File: src/rtl/seg_pkg.sv
// Shared types, glyph table and polarity helper for the seven-segment scanner.
package seg_pkg;

    typedef logic [6:0] seg_t;

    // Logical (pre-polarity) value with every segment dark.
    localparam seg_t SEG_OFF = 7'h00;

    // Active-high glyphs {g,f,e,d,c,b,a} for 0-9 and A b C d E F.
    localparam seg_t HEX_GLYPH [16] = '{
        7'h3F, 7'h06, 7'h5B, 7'h4F, 7'h66, 7'h6D, 7'h7D, 7'h07,
        7'h7F, 7'h6F, 7'h77, 7'h7C, 7'h39, 7'h5E, 7'h79, 7'h71
    };

    function automatic logic apply_pol(input logic value, input bit active_low);
        return value ^ active_low;
    endfunction

endpackage

File: src/rtl/seg_hex_decoder.sv
// Combinational hex nibble to seven-segment glyph, with a blank override.
module seg_hex_decoder
    import seg_pkg::*;
(
    input  logic [3:0] nibble,
    input  logic       blank,
    output seg_t       segs
);

    always_comb begin
        segs = blank ? SEG_OFF : HEX_GLYPH[nibble];
    end

endmodule

File: src/rtl/seg_display_scanner.sv
// N-digit multiplexed seven-segment scanner with guard interval, leading-zero
// blanking and frame-synchronous display updates.
module seg_display_scanner
    import seg_pkg::*;
#(
    parameter int DIGITS     = 4,
    parameter int CLK_HZ     = 100_000_000,
    parameter int SCAN_HZ    = 1000,
    parameter int GUARD      = 64,
    parameter bit ACTIVE_LOW = 1'b1
) (
    input  logic                  clockin,
    input  logic                  reset_n,
    input  logic                  en,
    input  logic                  load,
    input  logic [4*DIGITS-1:0]   digits_in,
    input  logic [DIGITS-1:0]     dp_in,
    input  logic                  blank_lz,
    output logic [6:0]            seg,
    output logic                  dp,
    output logic [DIGITS-1:0]     an,
    output logic                  frame_tick
);

    localparam int DIV = CLK_HZ / SCAN_HZ;
    localparam int PW  = (DIV > 1) ? $clog2(DIV) : 1;
    localparam int IW  = $clog2(DIGITS);

    localparam logic [PW-1:0] PCNT_LAST  = PW'(DIV - 1);
    localparam logic [PW-1:0] PCNT_GUARD = PW'(GUARD);
    localparam logic [IW-1:0] IDX_LAST   = IW'(DIGITS - 1);
    localparam logic          PIN_OFF    = apply_pol(1'b0, ACTIVE_LOW);

    if (DIGITS < 2 || DIGITS > 8) begin : g_bad_digits
        $error("seg_display_scanner: DIGITS must be in 2..8");
    end
    if (DIV < GUARD + 2) begin : g_bad_div
        $error("seg_display_scanner: CLK_HZ/SCAN_HZ must be at least GUARD+2");
    end

    logic [PW-1:0]         pcnt_reg;
    logic [IW-1:0]         idx_reg;
    logic [4*DIGITS-1:0]   pend_digits_reg;
    logic [DIGITS-1:0]     pend_dp_reg;
    logic [4*DIGITS-1:0]   act_digits_reg;
    logic [DIGITS-1:0]     act_dp_reg;
    logic [DIGITS-1:0]     an_reg;
    logic [6:0]            seg_reg;
    logic                  dp_reg;
    logic                  frame_tick_reg;

    logic                  advance;
    logic                  wrap;
    logic [3:0]            act_nib [DIGITS];
    logic [DIGITS-1:0]     blank_vec;
    logic [3:0]            cur_nib;
    logic                  cur_blank;
    seg_t                  dec_segs;

    logic [DIGITS-1:0]     an_raw;
    seg_t                  seg_raw;
    logic                  dp_raw;
    logic [DIGITS-1:0]     an_next;
    logic [6:0]            seg_next;
    logic                  dp_next;

    assign advance = en && (pcnt_reg == PCNT_LAST);
    assign wrap    = advance && (idx_reg == IDX_LAST);

    // A digit is blank only if it and everything to its left is zero.
    for (genvar gi = 0; gi < DIGITS; gi++) begin : g_digit
        assign act_nib[gi] = act_digits_reg[4*gi +: 4];
        if (gi == 0) begin : g_lsd
            assign blank_vec[gi] = 1'b0;
        end else begin : g_upper
            assign blank_vec[gi] = blank_lz && (act_digits_reg[4*DIGITS-1:4*gi] == '0);
        end
    end

    assign cur_nib   = act_nib[idx_reg];
    assign cur_blank = blank_vec[idx_reg];

    seg_hex_decoder u_dec (
        .nibble (cur_nib),
        .blank  (cur_blank),
        .segs   (dec_segs)
    );

    always_comb begin
        an_raw = '0;
        if (en && (pcnt_reg >= PCNT_GUARD)) begin
            an_raw[idx_reg] = 1'b1;
        end
        seg_raw = en ? dec_segs : SEG_OFF;
        dp_raw  = en && act_dp_reg[idx_reg];
    end

    for (genvar gi = 0; gi < DIGITS; gi++) begin : g_an_pol
        assign an_next[gi] = apply_pol(an_raw[gi], ACTIVE_LOW);
    end
    for (genvar gi = 0; gi < 7; gi++) begin : g_seg_pol
        assign seg_next[gi] = apply_pol(seg_raw[gi], ACTIVE_LOW);
    end
    assign dp_next = apply_pol(dp_raw, ACTIVE_LOW);

    always_ff @(posedge clockin or negedge reset_n) begin
        if (!reset_n) begin
            pcnt_reg        <= '0;
            idx_reg         <= '0;
            pend_digits_reg <= '0;
            pend_dp_reg     <= '0;
            act_digits_reg  <= '0;
            act_dp_reg      <= '0;
            an_reg          <= {DIGITS{PIN_OFF}};
            seg_reg         <= {7{PIN_OFF}};
            dp_reg          <= PIN_OFF;
            frame_tick_reg  <= 1'b0;
        end else begin
            if (en) begin
                if (advance) begin
                    pcnt_reg <= '0;
                    idx_reg  <= (idx_reg == IDX_LAST) ? '0 : idx_reg + 1'b1;
                end else begin
                    pcnt_reg <= pcnt_reg + 1'b1;
                end
            end

            if (load) begin
                pend_digits_reg <= digits_in;
                pend_dp_reg     <= dp_in;
            end

            // A load landing on the wrap edge bypasses pend so act never mixes loads.
            if (wrap) begin
                act_digits_reg <= load ? digits_in : pend_digits_reg;
                act_dp_reg     <= load ? dp_in     : pend_dp_reg;
            end

            an_reg         <= an_next;
            seg_reg        <= seg_next;
            dp_reg         <= dp_next;
            frame_tick_reg <= wrap;
        end
    end

    assign an         = an_reg;
    assign seg        = seg_reg;
    assign dp         = dp_reg;
    assign frame_tick = frame_tick_reg;

endmodule

File: config.mk
export PLATFORM = sky130hd
export DESIGN_NAME = seg_display_scanner
export DESIGN_NICKNAME = d
export VERILOG_FILES = /design/src/rtl/seg_pkg.sv /design/src/rtl/seg_hex_decoder.sv /design/src/rtl/seg_display_scanner.sv
export SDC_FILE = /design/constraint.sdc
export NUM_CORES = 1
export LEC_CHECK = 0
export ABC_AREA = 1
export CAP_MARGIN = 20
export CELL_PAD_IN_SITES_DETAIL_PLACEMENT = 0
export CELL_PAD_IN_SITES_GLOBAL_PLACEMENT = 1
export CORE_AREA = 2 2 98 100
export CTS_BUF_LIST = sky130_fd_sc_hd__clkbuf_16
export DETAILED_ROUTE_END_ITERATION = 10
export DIE_AREA = 0 0 100 102
export GPL_TIMING_DRIVEN = 0
export PLACE_DENSITY = 0.81
export RECOVER_POWER = 25
export SYNTH_ARGS = -nofsm -noshare
export SYNTH_HDL_FRONTEND = slang
export SYNTH_SLANG_ARGS = --single-unit
File: constraint.sdc
create_clock -name clockin -period 2.3 [get_ports clockin]
set_input_delay 0.46 -clock clockin [delete_from_list [all_inputs] [get_ports clockin]]
set_output_delay 0.46 -clock clockin [all_outputs]
set_load 0.01 [all_outputs]
After elaboration in Yosys (flattened, before gate mapping):

Memories as Yosys holds them, arrays and structs flattened.
Cells that the tools add are included.

* add/subtract/negate cells: 2
* magnitude comparators: 5
* equal/unequal tests: 2
* muxes and demuxes: 18
* bitwise gates (word level): 14
* reductions and logical operators: 12

Operator list (count)
* 7-bit 2-to-1 mux: 4
* 17-bit by 1-bit adder with 17-bit output (second input constant): 1
* 17-bit == test (second input constant): 1
* 17-bit by 7-bit greater-or-equal comparator with 1-bit output (second input constant): 1
* 17-bit 2-to-1 mux: 1
* 16-bit 2-to-1 mux: 1
* 4-bit 2-to-1 mux: 4
* 12-bit logical NOT: 1
* 1-bit NOT: 12
* 4-bit binary-select mux with 2-bit select: 1
* 1-bit logical AND: 8
* 8-bit logical NOT: 1
* 5-bit greater-or-equal comparator (second input constant): 1
* 4-bit NOT with 5-bit output: 1
* 1-bit binary-select mux with 2-bit select: 2
* 4-bit logical NOT: 1
* 3-bit greater-or-equal comparator (second input constant): 1
* 2-bit by 3-bit < comparator with 1-bit output (second input constant): 1
* 1-bit 2-to-1 mux: 3
* 2-bit NOT with 3-bit output: 1
* 2-bit by 1-bit adder with 2-bit output (second input constant): 1
* 1-bit demux with 2-bit select: 1
* 2-bit == test (second input constant): 1
* 2-bit by 1-bit greater-or-equal comparator with 1-bit output (second input constant): 1
* 2 further kinds: 2

* register bits after elaboration: 72
* ROM bits: 112
* input bits: 25
* output and inout bits: 13
* logic and storage cells: 64
* memories: 1

Memories
* (no name shown): depth 16, bits a word 7, read ports 1, clocked after memory_dff 0, wr ports 0, RTL line seg_hex_decoder.sv:11 `segs = blank ? SEG_OFF : HEX_GLYPH[nibble];`

Depth between registers and ports, before layout:

Gate-level depths: netlist of the first run.

* word-level depth: 11
* depth in mapped cells: 11
* mapped depth without buffers: 10

Modules after synthesis:

A second synthesis of the first run with hierarchy kept.

* cells, all modules: 434
* area total of the unflattened synthesis: 3739.8 µm²

By module, submodules not included
* seg_display_scanner: times used 1, cells an instance 380, area an instance 3419.5 µm², seq. area each 1816.7 µm²
* seg_hex_decoder: times used 1, cells an instance 54, area an instance 320.3 µm², seq. area each 0.0 µm²

Worst setup path before layout of the first run:

No wires, ideal clock.

* path type: register to register
* start point: register idx_reg[0]
* end point: register seg_reg[3], in the netlist seg[3]
* setup time: 96 ps
* arrival: 1481 ps
* slack: 723 ps
* stages on the path, launching flop included: 11
* path buffers: 1
* period minus slack after synthesis: 1577 ps
* cell sequence: dfrtp_1 -> buf_2 -> nand2_1 -> nand3_1 -> nand2_1 -> inv_1 -> ha_1 -> inv_1 -> nand3_1 -> nand3_1 -> nand3_1

* longest elaborated chain between the ends: 11
* elaborated cells on any way between the ends: 13
* those cells by class: 9 x mux; 3 x bitwise; 1 x memory

RTL lines
* start, declared: RTL line seg_display_scanner.sv:42 `logic [IW-1:0] idx_reg;`
* start signal, assigned: RTL line seg_display_scanner.sv:122 `idx_reg <= (idx_reg == IDX_LAST) ? '0 : idx_reg + 1'b1;`
* 2-bit NOT with 3-bit output (not written as such): RTL line seg_display_scanner.sv:80 `assign cur_nib = act_nib[idx_reg];`
* 4-bit binary-select mux with 2-bit select: RTL line seg_display_scanner.sv:80
* 4-bit 2-to-1 mux (not written as such) (2 in series): RTL line seg_display_scanner.sv:80
* 4-bit NOT with 5-bit output (not written as such): RTL line seg_hex_decoder.sv:11
* memory read 16 x 7 bit
* 7-bit 2-to-1 mux (not written as such) (2 in series): RTL line seg_hex_decoder.sv:11
* 7-bit 2-to-1 mux (*): RTL line seg_hex_decoder.sv:11
* 7-bit 2-to-1 mux (*): RTL line seg_display_scanner.sv:94 `seg_raw = en ? dec_segs : SEG_OFF;`
* 1-bit NOT (no source line) (*)
* named net seg_next[3]: RTL line seg_display_scanner.sv:64 `logic [6:0] seg_next;`
* end signal, assigned: RTL line seg_display_scanner.sv:115 `seg_reg <= {7{PIN_OFF}};`
* end signal, assigned: RTL line seg_display_scanner.sv:140 `seg_reg <= seg_next;`
* end, declared: RTL line seg_display_scanner.sv:48 `logic [6:0] seg_reg;`

The timed path passes the listed nets; every way through them passes the cells marked *. The select of a mux whose other input is x is not followed.
A chain may end at the register's enable or synchronous reset.

Worst setup path in the final report of the first run:

Same ends and word-level chain as after synthesis.

==> out/metrics.csv, run 1 <==
stage,metric,value,unit
route,via_per_inst,4.82,
route,post_drt_wl_per_cell,12.7,um
final_layout,fin_area,0.00459,mm^2
pwr,p_leak,2.32,nW
pwr,p_comb_share,13.3,%
placed_design,place_area,0.00426,mm^2
flow_run,maxCapViolCount,0,
route,vias,3084,
clocking,cts-resized-gates,0,
clocking,clk_latency,330,ps
critical_path,cp.required,2530,ps
clocking,cts.sinks,72,
placed_design,portBuffers,35,
route,drt_iter0_drc,120,
floorplan,io_pins,38,
global_routing,antenna_found_initial,0,
clocking,root_buffer,clkbuf_16,
placed_design,dp_hpwl,6.07,mm
synthesis,yosys.cell_types.count,27,
pwr,cell_internal_pwr,2.51,mW
pwr,swShare,27.8,%
clocking,numCtsBuffers,9,
global_routing,grt.busiest_layer,met2,
synthesis,avgSynthCellArea,7.85,um^2
clocking,clk_path_buf_depth,2,
critical_path,endpoint_kind,flop,
sta,whs,478,ps
final_layout,synthToLayoutAreaGrowth,22.4,%
sta,max-slew-margin-rel,0.933,%
min_path,hold_path_class,input pin to async pin,
sta,period_share,83.1,%
final_layout,drive_gt1_share,10.4,%
critical_path,critPathLaunchType,flop,
route,drc,0,
sta,clock_skew,7.45,ps
synthesis,syn-num-nets,514,
global_routing,grt_util_met2,28.3,%
clocking,cts_hold_buf,0,
sta,hold_viol_final,0,
sta,setup_viol,0,
placed_design,routabilityCongestion,0.854,
floorplan,coreArea,0.00911,mm^2
sta,fin_crit,1910,ps
global_routing,grtUsageMet3,2.33,%
pwr,finalPower,3.48,mW
final_layout,largest_reg_flops,17,
floorplan,fp.dieArea,0.0102,mm^2
floorplan,row_count,35,
pwr,peakVddDrop,0.299,mV
run_status,status,"complete, no violations",
pwr,clkPwrFrac,43.6,%
synthesis,yosysWarnings,0,
route,routed_wirelength,8.14,mm
floorplan,die_h,102,um
final_layout,nNetsFinal,561,
global_routing,grt_max_degree,47,
sta,rsz0062_at_grt,false,
synthesis,ys_seq_area_share,48.5,%
clocking,post-cts-setup-buffer-count,0,
global_routing,grt_pass1_vias,3010,
floorplan,die_w,100,um
clocking,clkTransAtPathRegs,60,ps
sta,clock.fmax,523,MHz
global_routing,overflow,0,
clocking,h-tree-depth,3,
global_routing,grt_usage,17.6,%
route,drtAntennaViolNets,0,
sta,tightest_slew,1490,ps
critical_path,crit_fanout,11,
synthesis,syn-cell-area,0.00375,mm^2
route,drtPass1Iterations,4,
critical_path,cp_data_arrival_time,2140,ps
sta,maxSlewViolCount,0,
critical_path,crit_type,flop to flop,
synthesis,syn-instance-count,477,
pwr,switchingPower,0.965,mW
global_routing,use_met1,24.7,%
final_layout,antenna-diode-count,0,
synthesis,ys_ff_latch,72,
global_routing,grt_pass1_wl,14.3,mm
pwr,cellPowerDensity,758,mW/mm^2
clocking,cts_tree,yes,
pwr,p_seq_share,43.2,%
floorplan,initial_core_util,41.1,%
synth_stat cells, drive strengths merged:
master,count,area [um^2]
a21oi,3,15.0
buf,12,82.6
clkbuf,5,18.8
clkinv,2,7.51
dfrtp,60,1500
dfstp,12,315
ha,12,150
inv,54,203
nand2,148,566
nand3,50,268
nand3b,1,7.51
nand4,25,156
nor2,46,175
nor3,8,62.6
o21ai,31,155
o22ai,1,6.26
or2,2,12.5
xor2,5,43.8
per-layer routing:
metal  vias to the layer above  part of all wire, %
li1                       1627                    -
met1                      1393                   51
met2                        53                   45
met3                        11                  3.1
met4                         0                  1.3
met5                         -                    0
kinds of logic after synthesis:
logic type | Yosys count | share of synthesized area (%)
AND/OR/NAND/NOR | 280 | 33.3
adder cells (fa/ha/maj) | 12 | 4.01
flip-flops | 72 | 48.5
XOR/XNOR | 5 | 1.17
AO/OA/AOI/OAI | 35 | 4.71
buffers and inverters | 73 | 8.32
power groups by stage:
stage / Sequential, mW / Combinational [mW] / Clock, mW
after floorplan: 1.49 / 0.310 / 0
after global placement: 1.52 / 0.453 / 0
after detailed placement: 1.52 / 0.464 / 0
after CTS: 1.50 / 0.467 / 1.56
after global routing: 1.52 / 0.537 / 1.62
final: 1.50 / 0.461 / 1.52
critical path: stages, from the launching register on:
cell,delay (ps)
dfrtp_1,460
inv_2,130
buf_2,240
nand2_1,110
nand3_1,90
nand2_1,170
ha_1,350
nand3_1,80
nand3_1,100
nand3_1,80
stage by stage:
stage / std cells / utilization, % / setup TNS, ps / setup WS, ps
after floorplan: 477 / - / 0 / 723
after global placement: 623 / 46.5 / -112540 / -1710
after detailed placement: 624 / 46.8 / 0 / 390
after CTS: 640 / 50.4 / 0 / 381
after global routing: 640 / 50.3 / 0 / 186
final: 640 / 50.3 / 0 / 390
cells in the final DEF, fill, tap and decap left out, types with 6 or more instances in the layout:
| cell type | n |
|---|---|
| nand2_1 | 144 |
| dfrtp_1 | 60 |
| inv_1 | 49 |
| nand3_1 | 48 |
| nor2_1 | 45 |
| clkdlybuf4s50_1 | 34 |
| o21ai_0 | 29 |
| nand4_1 | 25 |
| ha_1 | 12 |
| dfstp_2 | 12 |
| clkbuf_16 | 9 |
| clkbuf_1 | 6 |
| buf_2 | 6 |
| nor3_1 | 6 |
path summary, 6_finish.rpt:
check	start	end	slack [ps]	cells after the start
hold / removal	reset_n	pcnt_reg[8]	480	1
setup / recovery	idx_reg[0]	seg[3]	390	9
setup reg to reg	idx_reg[0]	seg[3]	390	9
hold reg to reg	act_dp_reg[0]	act_dp_reg[0]	480	2
min in group clockin	act_dp_reg[0]	act_dp_reg[0]	480	2
max in group asynchronous	reset_n	dp	890	2
cell type report:
cell class	count	area (um^2)
Fill cell	909	4520
Sequential cell	72	1820
Multi-Input combinational cell	332	1620
Timing Repair Buffer	36	372
Clock buffer	9	225
Inverter	56	210
Tap cell	111	139
Clock inverter	7	104
Buffer	17	101
No activity file was read; power rests on OpenSTA's default activity.
==> run 2: changes to the inputs <==
Settings changed: CORE_AREA 2 2 98 100 to 2 2 103 105, DIE_AREA 0 0 100 102 to 0 0 105 107, PLACE_DENSITY 0.81 to 0.77.
Clock period 2.3 ns to 1.6 ns, I/O delays scaled along.
==> run 2 against run 1 <==
Effect of this change: clock power up 45%; cell area up 7.6%; clock skew decreased by 1.3 ps; global-route usage decreased by 1.6 points; worst setup slack lost 320 ps; sequential share of layout area down 2.7 points; hold slack lost 110 ps; core utilization down 1.4 points; fmax is 25% higher; via count is 2.1% higher.
==> out/metrics.csv, run 2 (synthesized netlist as in run 1, its figures left out) <==
stage,metric,value,unit,change
pwr,switchingPower,1.45,mW,+50%
critical_path,critPathLaunchType,flop,,
route,post_drt_wl_per_cell,12.7,um,about the same
final_layout,drive_gt1_share,19.6,%,+9.2 points
flow_run,maxCapViolCount,0,,unchanged
route,via_per_inst,4.65,,-3.5%
critical_path,r2r_slack,70,ps,-320 ps
floorplan,die_h,107,um,+4.9%
critical_path,path_cells,nor2_2 > nand2_2 > nor3_4 > buf_12 > nand3_4 > buf_6 > nand2_1 > nand2_1,,
critical_path,crit_type,flop to flop,,
floorplan,coreArea,0.0101,mm^2,+11%
min_path,hold_path_class,input pin to flop,,
placed_design,post-place-ws,-301,ps,-692 ps
clocking,cts_tree,yes,,
sta,clock_skew,6.13,ps,-1.32 ps
sta,rsz0062_at_grt,true,,
final_layout,largest_reg_flops,17,,unchanged
pwr,finalPower,5.06,mW,+46%
sta,max-slew-margin-rel,49.7,%,+49 points
critical_path,crit_slowest_cell,dfrtp_1,,
pwr,swShare,28.6,%,+0.81 points
route,routed_wirelength,8.60,mm,+5.7%
pwr,cell_internal_pwr,3.62,mW,+44%
sta,setup_viol,0,,unchanged
route,drtAntennaViolNets,0,,unchanged
critical_path,cp_data_arrival_time,1760,ps,-380 ps
final_layout,post-route-util,48.9,%,-1.4 points
pwr,p_seq_share,42.8,%,-0.4 points
placed_design,dp_hpwl,6.15,mm,+1.4%
global_routing,overflow,0,,unchanged
global_routing,antenna_found_initial,0,,unchanged
final_layout,instances_no_fill,677,,+5.8%
clocking,root_buffer,clkbuf_16,,
global_routing,grt_usage,16.0,%,-1.6 points
placed_design,place_area,0.00429,mm^2,+0.73%
clocking,cts.sinks,72,,unchanged
clocking,clk_latency,330,ps,about the same
route,vias,3149,,+2.1%
floorplan,io_pins,38,,unchanged
pwr,p_leak,2.42,nW,+4.2%
clocking,clk_path_buf_depth,2,,unchanged
clocking,numCtsBuffers,9,,unchanged
sta,tightest_slew,754,ps,-732 ps
sta,fin_setup_tns,0,ps,unchanged
final_layout,nNetsFinal,573,,+2.1%
pwr,cellPowerDensity,1030,mW/mm^2,+35%
floorplan,fp.dieArea,0.0112,mm^2,+10%
placed_design,routabilityCongestion,0.860,,+0.76%
critical_path,slowest_delay,450,ps,about the same
sta,maxSlewViolCount,0,,unchanged
final_layout,final_common_cell,nand2_1,,
placed_design,portBuffers,35,,unchanged
pwr,peakVddDrop,0.428,mV,+43%
floorplan,initial_core_util,37.1,%,-4.0 points
critical_path,cpMostUsedCell,nand2_1,,
route,drc,0,,unchanged
global_routing,grt_pass1_vias,3062,,+1.7%
clocking,clkTransAtPathRegs,60,ps,about the same
floorplan,row_count,37,,+5.7%
route,drtPass1Iterations,6,,+2
final_layout,antenna-diode-count,0,,unchanged
critical_path,cp.required,1830,ps,-700 ps
pwr,p_comb_share,13.5,%,+0.2 points
placed_design,placed_cells,649,,+4.0%
global_routing,grt_max_degree,46,,-2.1%
critical_path,endpoint_kind,flop,,
global_routing,grt_pass1_wl,14.5,mm,+1.6%
final_layout,synthToLayoutAreaGrowth,31.7,%,
final_layout,layout_common_cells,"nand2_1 (132), dfrtp_1 (56), inv_1 (46), nor2_1 (43), nand3_1 (38)",,
sta,clock.fmax,653,MHz,+25%
run_status,status,"complete, no violations",,
sta,whs,369,ps,-109 ps
sta,hold_viol_final,0,,unchanged
clocking,h-tree-depth,3,,unchanged
floorplan,die_w,105,um,+5.0%
final_layout,fin_area,0.00493,mm^2,+7.6%
sta,fin_crit,1530,ps,-378 ps
sta,setup_slack,67.9,ps,-322 ps
pwr,clkPwrFrac,43.7,%,about the same
critical_path,crit_fanout,10,,-1
route,drt_iter0_drc,142,,+18%
sta,period_share,95.8,%,+13 points
==> run 2: changes by cell type in the layout (fill, tap and decap cells not counted), sizes merged <==
cell / previous run / this run
buf: 13 / 24
dlygate4sd2: 0 / 12
inv: 56 / 57
dlygate4sd3: 0 / 11
clkinv: 5 / 3
clkinvlp: 0 / 1
clkdlybuf4s50: 34 / 12
==> run 2: per-layer routing <==
metal	vias to the layer above	wire, um	GRT usage (%)
met5	-	0	0
met4	0	140	6.38
met3	12	249	2.61
met2	57	3870	24.7
met1	1433	4340	22.5
li1	1647	-	-
==> run 2: timing repair <==
item	4_1_cts	5_1_grt
resized for setup	31	47
buffers inserted	10	1
setup endpoints to repair	47	35
hold buffers	1	0
pin swaps	2	13
hold endpoints to repair	16	0
==> run 2: path summary, 6_finish.rpt <==
check,depth (start not counted),start,to
max in group asynchronous,3,reset_n,dp
worst max-delay path,8,pcnt_reg[11],act_digits_reg[10]
worst min-delay path,5,en,pcnt_reg[2]
worst max register to register,8,pcnt_reg[11],act_digits_reg[10]
worst min register to register,2,act_dp_reg[2],act_dp_reg[2]
min in group asynchronous,2,reset_n,pcnt_reg[12]
==> run 2: power by group through the flow <==
stage          registers (mW)  logic, mW  clock network (mW)
2_1_floorplan            2.14      0.445                   0
3_3_place_gp             2.18      0.654                   0
3_5_place_dp             2.19      0.676                   0
4_1_cts                  2.15      0.685                2.25
5_1_grt                  2.19      0.793                2.33
6_report                 2.16      0.684                2.21
==> run 2: worst max-delay path: cells and delay by family, from the launching register on <==
kind	cells	cell delay (ps)
buf+inv	2	300
flops	1	450
simple gates	6	660
==> run 2: area by class of cell <==
cell class | count | area [um^2]
sequential | 72 | 1820
tap | 136 | 170
clock buffer | 9 | 225
multi-input combinational | 332 | 1790
buffer | 17 | 128
inverter | 56 | 223
fill | 1016 | 5160
clock inverter | 7 | 103
timing repair buffer | 48 | 474
==> run 3: changes to the inputs <==
Settings changed: CORE_AREA 2 2 103 105 to 2 2 97 99, CTS_CLUSTER_DIAMETER set to 40, DIE_AREA 0 0 105 107 to 0 0 99 101, PLACE_DENSITY 0.77 to 0.82, TNS_END_PERCENT set to 50.
Clock period 1.6 ns to 1.9 ns, I/O delays scaled along.
==> run 3 against run 2 <==
Effect of this change: first-iteration DRC count down 23%; clock-buffer cell count unchanged; combinational power down 21%; sequential power down 16%; clock skew up 1.1 ps; sequential share of layout area up 2.7 points; register-to-register slack better by 60 ps; critical path depth up 2; cell count down 5.2%; fmax down 14%; critical path type unchanged; largest cell class unchanged; largest power group is now sequential cells.
==> out/metrics.csv, run 3 (synthesized netlist as in run 1, its figures left out) <==
stage,metric,value,unit,change
final_layout,layout_common_cells,"nand2_1 (142), dfrtp_1 (59), inv_1 (49), nand3_1 (47), nor2_1 (45)",,
clocking,clk_path_buf_depth,2,,unchanged
global_routing,grt_pass1_vias,2966,,-3.1%
global_routing,grt_pass1_wl,14.1,mm,-2.8%
final_layout,synthToLayoutAreaGrowth,22.6,%,
critical_path,cp_data_arrival_time,2010,ps,+250 ps
final_layout,drive_gt1_share,11.5,%,-8.1 points
floorplan,coreArea,0.00898,mm^2,-11%
critical_path,crit_fanout,10,,unchanged
clocking,numCtsBuffers,9,,unchanged
sta,clock.fmax,564,MHz,-14%
critical_path,critPathLaunchType,flop,,
flow_run,maxCapViolCount,0,,unchanged
clocking,cts.sinks,72,,unchanged
floorplan,die_h,101,um,-5.6%
route,routed_wirelength,8.14,mm,-5.4%
sta,clock_skew,7.28,ps,+1.15 ps
final_layout,multi_input_area,0.00163,mm^2,-9.1%
pwr,peakVddDrop,0.377,mV,-12%
run_status,status,"complete, no violations",,
critical_path,r2r_slack,130,ps,+60 ps
clocking,h-tree-depth,3,,unchanged
global_routing,antenna_found_initial,0,,unchanged
sta,tightest_slew,895,ps,+141 ps
floorplan,die_w,99,um,-5.7%
pwr,p_leak,2.32,nW,-4.0%
global_routing,grt_max_degree,73,,+59%
critical_path,rr_worst_depth,10,,+2
critical_path,crit_type,flop to flop,,
sta,fin_crit,1770,ps,+239 ps
critical_path,rr_startpoint,idx_reg[0],,
clocking,root_buffer,clkbuf_16,,
sta,period_share,93.2,%,-2.5 points
min_path,hold_path_class,input pin to async pin,,
route,drtPass1Iterations,4,,-2
route,vias,3156,,+0.22%
critical_path,endpoint_kind,flop,,
sta,maxSlewViolCount,0,,unchanged
clocking,clkTransAtPathRegs,60,ps,about the same
final_layout,antenna-diode-count,0,,unchanged
sta,hold_viol_final,0,,unchanged
placed_design,post-place-ws,-2.37,ps,+299 ps
critical_path,cp.required,2140,ps,+310 ps
final_layout,largest_reg_flops,17,,unchanged
pwr,cellPowerDensity,904,mW/mm^2,-12%
global_routing,overflow,0,,unchanged
clocking,clk_latency,330,ps,about the same
critical_path,r2r_end,seg[0],,
sta,setup_slack,128,ps,+60.5 ps
floorplan,row_count,35,,-5.4%
final_layout,nFillCells,893,,-12%
placed_design,routabilityCongestion,0.876,,+1.8%
route,via_per_inst,4.92,,+5.7%
final_layout,regArea,0.00182,mm^2,-0.21%
clocking,cts_hold_buf,0,,-1
route,drtAntennaViolNets,0,,unchanged
placed_design,portBuffers,35,,unchanged
route,post_drt_wl_per_cell,12.7,um,-0.27%
clocking,cts_tree,yes,,
route,drt_iter0_drc,110,,-23%
placed_design,dp_hpwl,5.92,mm,-3.7%
final_layout,final_common_cell,nand2_1,,
global_routing,grt_usage,17.7,%,+1.7 points
floorplan,io_pins,38,,unchanged
sta,max-slew-margin-rel,40.4,%,-9.4 points
final_layout,nNetsFinal,563,,-1.7%
sta,setup_viol,0,,unchanged
floorplan,initial_core_util,41.7,%,+4.6 points
route,drc,0,,unchanged
sta,fin_setup_tns,0,ps,unchanged
floorplan,fp.dieArea,0.0100,mm^2,-11%
[run 3: area by class of cell]
type / count / share of cell area [%]
multi-input cells: 332 / 35.4
plain buffers: 17 / 2.32
repair buffers: 38 / 8.06
clock inverters: 7 / 2.10
inverters: 56 / 4.58
clock buffers: 9 / 4.90
flip-flops and latches: 72 / 39.6
well taps: 111 / 3.02
[run 3: routing by layer]
layer  share of wire [%]  routed length, um  global-route usage (%)  vias up
met3                 3.4                278                    3.05       12
li1                    -                  -                       -     1631
met4                 1.7                140                    6.85        0
met5                   0                  0                       0        -
met1                  50               4070                    24.8     1443
met2                  45               3650                    27.5       70
[run 3: how the worst max path moves through the flow]
stage | start | to | slack [ps] | cells past startpoint
finish | idx_reg[0] | seg[0] | 130 | 10
global route | idx_reg[1] | seg[0] | -10 | 9
CTS | idx_reg[0] | seg[3] | 10 | 9
detailed placement | idx_reg[0] | seg[5] | -2 | 10
global placement | reset_n | pend_digits_reg[12] | -2020 | 1
floorplan | idx_reg[0] | seg[3] | 320 | 10
[run 3: power by group]
group | switching, mW | internal, mW
Sequential | 0.133 | 1.68
Combinational | 0.357 | 0.184
Clock | 0.650 | 1.15
[run 3: worst max-delay path, cell delays in order (launching register included)]
cell and delay [ps]:
dfrtp_2 430, clkbuf_4 230, nand2_1 70, nand3_1 100, nand2_2 80, buf_4 150, ha_1 240, inv_1 110
nand3_1 90, nand3_1 100, nand3_1 80
[run 3: metrics by stage]
| stage | cell area, um^2 | cells | utilization [%] | hold slack, ps | power [mW] |
|---|---|---|---|---|---|
| 2_1_floorplan | 3750 | 477 | - | 84.4 | 2.18 |
| 3_3_place_gp | 4240 | 623 | 47.2 | 462 | 2.38 |
| 3_5_place_dp | 4230 | 623 | 47.1 | 462 | 2.39 |
| 4_1_cts | 4560 | 639 | 50.8 | 223 | 4.22 |
| 5_1_grt | 4590 | 642 | 51.2 | 256 | 4.39 |
| 6_report | 4590 | 642 | 51.2 | 175 | 4.15 |
[run 3: what timing repair did]
action,4_1_cts,5_1_grt
pin swaps,0,1
endpoints found under the setup margin,3,6
resized for setup,1,6
gates cloned,0,0
buffers inserted,0,3
